$ cat src/rtl/rb_frame_sequencer.sv
// rb_frame_sequencer: turns a raster pixel stream into row-buffer write/read control and one K-pixel column per accepted pixel after K-1 rows are buffered.
// Latency: RB strobes/addresses are combinational in the accept cycle; the column output is valid one cycle after the accept (aligned with the BRAM read).
// Backpressure: src_ready drops while a held column is not consumed; out_* stay stable until out_ready; start is ignored while busy.
module rb_frame_sequencer #(
  parameter int K       = 3,
  parameter int IMG_W   = 8,
  parameter int IMG_H   = 8,
  parameter int COL_W   = $clog2(IMG_W),
  parameter int ROW_W   = $clog2(IMG_H),
  parameter int RB_ADDR = (K > 2) ? $clog2(K - 1) : 1
) (
  input  logic               clk,
  input  logic               rst,
  input  logic               start,
  output logic               busy,
  output logic               done,
  input  logic               src_valid,
  output logic               src_ready,
  output logic               wr_en,
  output logic [RB_ADDR-1:0] wr_rb,
  output logic [COL_W-1:0]   wr_col,
  output logic               rd_en,
  output logic [COL_W-1:0]   rd_col,
  output logic               out_valid,
  input  logic               out_ready,
  output logic [RB_ADDR-1:0] out_steer,
  output logic [ROW_W-1:0]   out_row,
  output logic [COL_W-1:0]   out_col
);

  typedef enum logic [1:0] {
    S_IDLE   = 2'd0,
    S_FILL   = 2'd1,
    S_STREAM = 2'd2,
    S_DONE   = 2'd3
  } state_t;

  localparam logic [COL_W-1:0]   COL_LAST  = COL_W'(IMG_W - 1);
  localparam logic [ROW_W-1:0]   ROW_LAST  = ROW_W'(IMG_H - 1);
  localparam logic [ROW_W-1:0]   ROW_FILL  = ROW_W'(K - 2);
  // Highest RB index; with K=2 this is 0 so steer never moves.
  localparam logic [RB_ADDR-1:0] STEER_MAX = RB_ADDR'(K - 2);

  state_t             state;
  state_t             state_nxt;
  logic [COL_W-1:0]   col;
  logic [ROW_W-1:0]   row;
  logic [RB_ADDR-1:0] steer;
  logic               accept;
  logic               stream_rdy;
  logic               last_col;
  logic               last_row;
  logic               fill_row;

  assign accept     = src_valid && src_ready;
  // A new column may be accepted only if the output slot is empty or is being drained now.
  assign stream_rdy = !out_valid || out_ready;
  assign last_col   = (col == COL_LAST);
  assign last_row   = (row == ROW_LAST);
  assign fill_row   = (row == ROW_FILL);

  // State register
  always_ff @(posedge clk or posedge rst) begin
    if (rst) state <= S_IDLE;
    else     state <= state_nxt;
  end

  // Next-state: frame progresses on accepts of the last pixel of a phase
  always_comb begin
    state_nxt = state;
    case (state)
      S_IDLE:   if (start) state_nxt = S_FILL;
      S_FILL:   if (accept && last_col && fill_row) state_nxt = S_STREAM;
      S_STREAM: if (accept && last_col && last_row) state_nxt = S_DONE;
      S_DONE:   if (!out_valid) state_nxt = S_IDLE;
      default:  state_nxt = S_IDLE;
    endcase
  end

  // Outputs: handshake, RB strobes and addresses decoded from state and counters
  always_comb begin
    busy      = 1'b0;
    done      = 1'b0;
    src_ready = 1'b0;
    wr_en     = 1'b0;
    wr_rb     = '0;
    wr_col    = '0;
    rd_en     = 1'b0;
    rd_col    = '0;
    case (state)
      S_FILL: begin
        busy      = 1'b1;
        src_ready = 1'b1;
        wr_en     = src_valid;
        wr_rb     = row[RB_ADDR-1:0];
        wr_col    = col;
      end
      S_STREAM: begin
        busy      = 1'b1;
        src_ready = stream_rdy;
        // Same address on both ports: read-first BRAM returns the oldest row before it is overwritten.
        wr_en     = src_valid && stream_rdy;
        rd_en     = src_valid && stream_rdy;
        wr_rb     = steer;
        wr_col    = col;
        rd_col    = col;
      end
      S_DONE: begin
        busy = 1'b1;
        done = !out_valid;
      end
      default: ;
    endcase
  end

  // Pixel position and oldest-RB pointer, advanced per accept
  always_ff @(posedge clk or posedge rst) begin
    if (rst) begin
      col   <= '0;
      row   <= '0;
      steer <= '0;
    end else if (state == S_IDLE) begin
      if (start) begin
        col   <= '0;
        row   <= '0;
        steer <= '0;
      end
    end else if (accept) begin
      if (last_col) begin
        col <= '0;
        row <= last_row ? '0 : row + ROW_W'(1);
        if (state == S_STREAM) steer <= (steer == STEER_MAX) ? '0 : steer + RB_ADDR'(1);
      end else begin
        col <= col + COL_W'(1);
      end
    end
  end

  // Output column register: load on streaming accept, clear once consumed
  always_ff @(posedge clk or posedge rst) begin
    if (rst) begin
      out_valid <= 1'b0;
      out_steer <= '0;
      out_row   <= '0;
      out_col   <= '0;
    end else if (accept && state == S_STREAM) begin
      out_valid <= 1'b1;
      out_steer <= steer;
      out_row   <= row;
      out_col   <= col;
    end else if (out_valid && out_ready) begin
      out_valid <= 1'b0;
    end
  end

endmodule

$ cat config.mk
export PLATFORM = sky130hd
export DESIGN_NAME = rb_frame_sequencer
export DESIGN_NICKNAME = d
export VERILOG_FILES = /design/src/rtl/rb_frame_sequencer.sv
export SDC_FILE = /design/constraint.sdc
export NUM_CORES = 1
export LEC_CHECK = 0
export ABC_CLOCK_PERIOD_IN_PS = 1900
export CORE_MARGIN = 5
export CORE_UTILIZATION = 43
export DETAILED_ROUTE_END_ITERATION = 10
export GPL_TIMING_DRIVEN = 0
export PLACE_DENSITY_LB_ADDON = 0.2
export REMOVE_ABC_BUFFERS = 1
export SLEW_MARGIN = 10
export SYNTH_ARGS = -nofsm -noshare
export SYNTH_HDL_FRONTEND = slang
export SYNTH_SLANG_ARGS = --single-unit
export TNS_END_PERCENT = 100
$ cat constraint.sdc
create_clock -name clk -period 1.9 [get_ports clk]
set_input_delay 0.57 -clock clk [delete_from_list [all_inputs] [get_ports clk]]
set_output_delay 0.57 -clock clk [all_outputs]
set_load 0.01 [all_outputs]
Word level (Yosys, flattened, before mapping) --
Cells that the tools add are included.
Storage, ports and cells: register bits 17, latch bits 0, RAM bits 0, bits in read-only memories 0, input port bits 5, output and inout port bits 20, memories 0
Cells by class: add/sub/neg operators 3, multipliers 0, divide/modulo/power cells 0, order comparisons 0, equal/unequal tests 10, shift operators 0, muxes and demuxes 29, bitwise operators 0, reductions and logical operators 20
Operator list (count):
- 2-to-1 mux 3 bit | 10
- 2-to-1 mux 1 bit | 11
- 2-to-1 mux 2 bit | 4
- inequality test 2 bit, second input constant | 4
- case mux 2 bit (4 select lines) | 1
- AND reduction 4 bit | 2
- nonzero test 2 bit | 4
- logical AND 1 bit | 7
- adder 3 x 1 -> 3 bit, second input constant | 2
- equality test 3 bit, second input constant | 2
- case mux 1 bit (2 select lines) | 3
- equality test 2 bit, second input constant | 2
- equality test 3 x 1 -> 1 bit, second input constant | 1
- AND reduction 3 bit | 1
- OR reduction 3 bit | 1
- equality test 2 x 1 -> 1 bit, second input constant | 1
- zero test 2 bit | 1
- AND reduction 2 bit | 1
- OR reduction 2 bit | 1
- adder 1 bit, second input constant | 1
- zero test 1 bit | 1
- logical OR 1 bit | 1

Logic depth before layout (Yosys ltp) --
depth after elaboration 8, gate-level depth with buffers 7

Worst setup path before layout --
No wires, ideal clock.
kind flip-flop to flip-flop, from reg state[0], to reg state[1], setup time 0.128 ns, arrival 1.700 ns, data required time 1.772 ns, path slack 0.072 ns, cell stages (with the launch flop) 8, path buffers 1, period minus slack after synthesis 1.828 ns, path through dfrtp_1 > inv_1 > ha_1 > and2_1 > buf_4 > o2111a_1 > o211ai_2 > mux2_1
RTL lines:
- start, declared | line 44 | state_t state;
- start signal, assigned | line 65 | else state <= state_nxt;
- equality test 2 bit, or another cell as far along | line 71 | case (state)
- case mux 2 bit (4 select lines) * | line 71
- named net state_nxt[1] | line 45 | state_t state_nxt;
Mark *: on every way through the listed nets, which the timed path passes. The rest lies on a longest branch. A chain may end at the register's enable or synchronous reset.

Worst setup path in the final report --
from reg state[0], to out src_ready
Between the ends: cells in the longest elaborated chain, start to end 2
Ends and longest elaborated chain:
- equality test 2 bit / equality test 2 x 1 -> 1 bit (equally long branches) | line 90 | case (state)
- case mux 1 bit (2 select lines) * | line 90
- end, declared | line 18 | output logic src_ready,
Mark *: on every way between the ends. The rest lies on a longest branch, timed or not.

==> results.txt <==
Post-DR wirelength/cell: 15.7 um
1st-iter DRT viols: 19
CP Launch Type: flip-flop
Row cnt: 17
Fin crit share: 110%
Max Cap Violations: 0
Die Y-Extent: 58.7 um
F_max: 480 MHz
Hpwl dp: 1.62 mm
Starting density of the core: 45.7%
Synth top cells by count: 17 x dfrtp_1, 12 x nand2_1, 10 x ha_1, 8 x inv_1, 7 x and2_1
PD cells: 1570 mW/mm^2
Die area: 0.00345 mm^2
Buffers on Ports: 24
Status: complete, but fails checks
TritonCTS clock tree: built
CTS max path bufs: 2
Synth Instances: 102
Switching Share: 40.9%
Clock sinks: 17
Area of the mapped netlist: 0.00102 mm^2
Most used DFF post-synth: dfrtp_1
Core area: 0.00223 mm^2
Crit-path max FO: 5
CTS Buf Count: 3
Synthesis-to-finish area growth: 52.1%
CP required: 1.33 ns
Crit. End Element: primary output
Leakage: 0.000743 uW
Area contributors post-synth: dfrtp_1 42%, ha_1 12%, mux2_2 5.5%, nand2_1 4.4%, and2_1 4.3%
Antenna viol nets, final: 0
Worst slew margin: 56.4%
Setup-failing EPs final: 11
Yosys warns: 0
Hold Path Class: flip-flop to flip-flop
Total routed wirelength: 2.74 mm
Gr usage total: 16.0%
Violated checks: negative setup slack
Gpl congestion: 0.826
Slew @ Worst Pin: 0.654 ns
Synth area leader: dfrtp_1
DRC errors left: 0
Unrepaired setup endpoints after global routing: yes
Antenna violations before repair: 0
Sequential fraction of design power: 22.2%
Fin area: 0.00155 mm^2
Final setup margin: -0.183 ns
Fin. max-slew vios: 0
Minimum clock period: 2.08 ns
P_sw: 994 uW
Vias per cell: 5.37
Syn_area_per_cell: 10.0 um^2
Clock-pin slew on the worst setup and hold paths: 0.11 ns
Peak supply drop: 1.04 mV
Grt total ovfl: 0
Number of flops mapped to enable cells by yosys: 0
Flop-to-flop setup slack: -0.02 ns
1st-pass router iterations: 4
Async S/R FF share, synth: 100%
First-pass GRT wire length: 4.22 mm
Yosys cell types: 32
Via count of the routed design: 939
Endpoints failing hold: 0
Vias in the first global route: 927
N_diodes: 0
Io pins: 25
Setup Skew: 0.00756 ns
Nets@finish: 163
Root buffer cell: clkbuf_4
Clk pwr share: 8.7%
Hold buffers post-CTS: 0
Cell internal pwr: 1440 uW
Die width: 58.7 um
Gate power share: 69.1%
Largest net degree at the start of global routing: 18
Setup CP Type: flip-flop to primary output
CTS H-tree lvls: 1
Critical Path AT: 1.51 ns
Register area share after synthesis: 41.7%
Share of cells above drive strength 1: 41.5%
Most common cell in the netlist: dfrtp_1
Final core occ: 69.5%
Yosys reg bits: 17
Clock Latency Late Sink: 0.31 ns
Placed Area: 0.00128 mm^2
Yosys top cell area share: 41.7%
-- worst paths after layout --
| check | startpoint | to | cells past startpoint |
|---|---|---|---|
| hold / removal | out_row[1] | out_row[1] | 2 |
| hold reg to reg | out_row[1] | out_row[1] | 2 |
| max in group asynchronous | rst | out_valid | 2 |
| setup reg to reg | state[0] | state[1] | 8 |
| setup / recovery | state[0] | src_ready | 5 |
| min in group asynchronous | rst | out_row[0] | 2 |
-- timing repair --
action / in CTS / in global routing
pin swaps: 9 / 5
endpoints found under the setup margin: 18 / 15
resized for setup: 63 / 22
buffers inserted: 12 / 8
-- cells by family (layout without fill, tap and decap cells) --
kind of cell	count (synthesis)	count (layout)	share of synthesized area, %
DFF	17	17	41.7
muxes	9	9	9.57
and+or+nand+nor	40	40	20.9
AOI/OAI and AO/OA	15	15	11.0
adders and majority gates	10	10	12.3
buffers and inverters	11	56	4.54
-- power by group through the flow --
stage,logic [uW],registers (uW),clock network (uW)
detailed placement,988,542,0
global route,1800,553,227
floorplan,577,538,0
CTS,1330,537,212
global placement,964,534,0
finish,1680,540,211
-- per-layer routing --
layer | share of wire, % | routed length [um] | track usage, %
met5 | 0 | 0 | 0
met4 | 2.8 | 78 | 5.83
met3 | 6.1 | 167 | 3.07
met2 | 50 | 1370 | 27.9
met1 | 41 | 1120 | 19.5
-- critical path: stages, from the launching register on --
cell,delay [ns]
dfrtp_1,0.41
buf_4,0.15
ha_4,0.17
a21o_1,0.17
and2_1,0.15
buf_2,0.15
-- cells in the final DEF (no fill, tap or decap), types with 3 or more instances in the layout --
cell | Yosys | routed
mux2i_1 | 3 | 3
clkbuf_4 | 0 | 3
inv_1 | 8 | 6
ha_4 | 0 | 3
buf_4 | 1 | 15
buf_6 | 0 | 9
ha_1 | 10 | 6
clkdlybuf4s50_1 | 0 | 9
buf_2 | 1 | 7
o21ai_0 | 3 | 3
dfrtp_1 | 17 | 17
and2_4 | 0 | 5
nand3_1 | 3 | 3
nand2_1 | 12 | 12
mux2_2 | 5 | 5
-- registers in the layout (all words and copies together) (netlist names) --
name and flops:
col 3, out_col 3, out_row 3, row 3
state 2, out_steer 1, out_valid 1, steer 1
-- per-stage QoR --
| stage | total power, uW | worst slack [ns] | setup TNS (ns) | instances | hold slack, ns |
|---|---|---|---|---|---|
| floorplan | 1120 | 0.143 | 0 | 99 | 0.467 |
| global placement | 1500 | -0.875 | -7.16 | 151 | 0.465 |
| detailed placement | 1530 | -0.931 | -7.83 | 151 | 0.475 |
| CTS | 2080 | -0.170 | -0.806 | 167 | 0.500 |
| global route | 2580 | -0.216 | -1.80 | 175 | 0.546 |
| finish | 2430 | -0.183 | -1.19 | 175 | 0.503 |
-- layout make-up --
type                       instances  area, um^2
clock buffer                       3        22.5
multi-input combinational         74         652
sequential                        17         425
fill                             166         682
timing repair buffer              44         379
inverter                           8        30.0
tap                               28        35.0
clock inverter                     1        7.51
(Power assumes the default switching activity.)
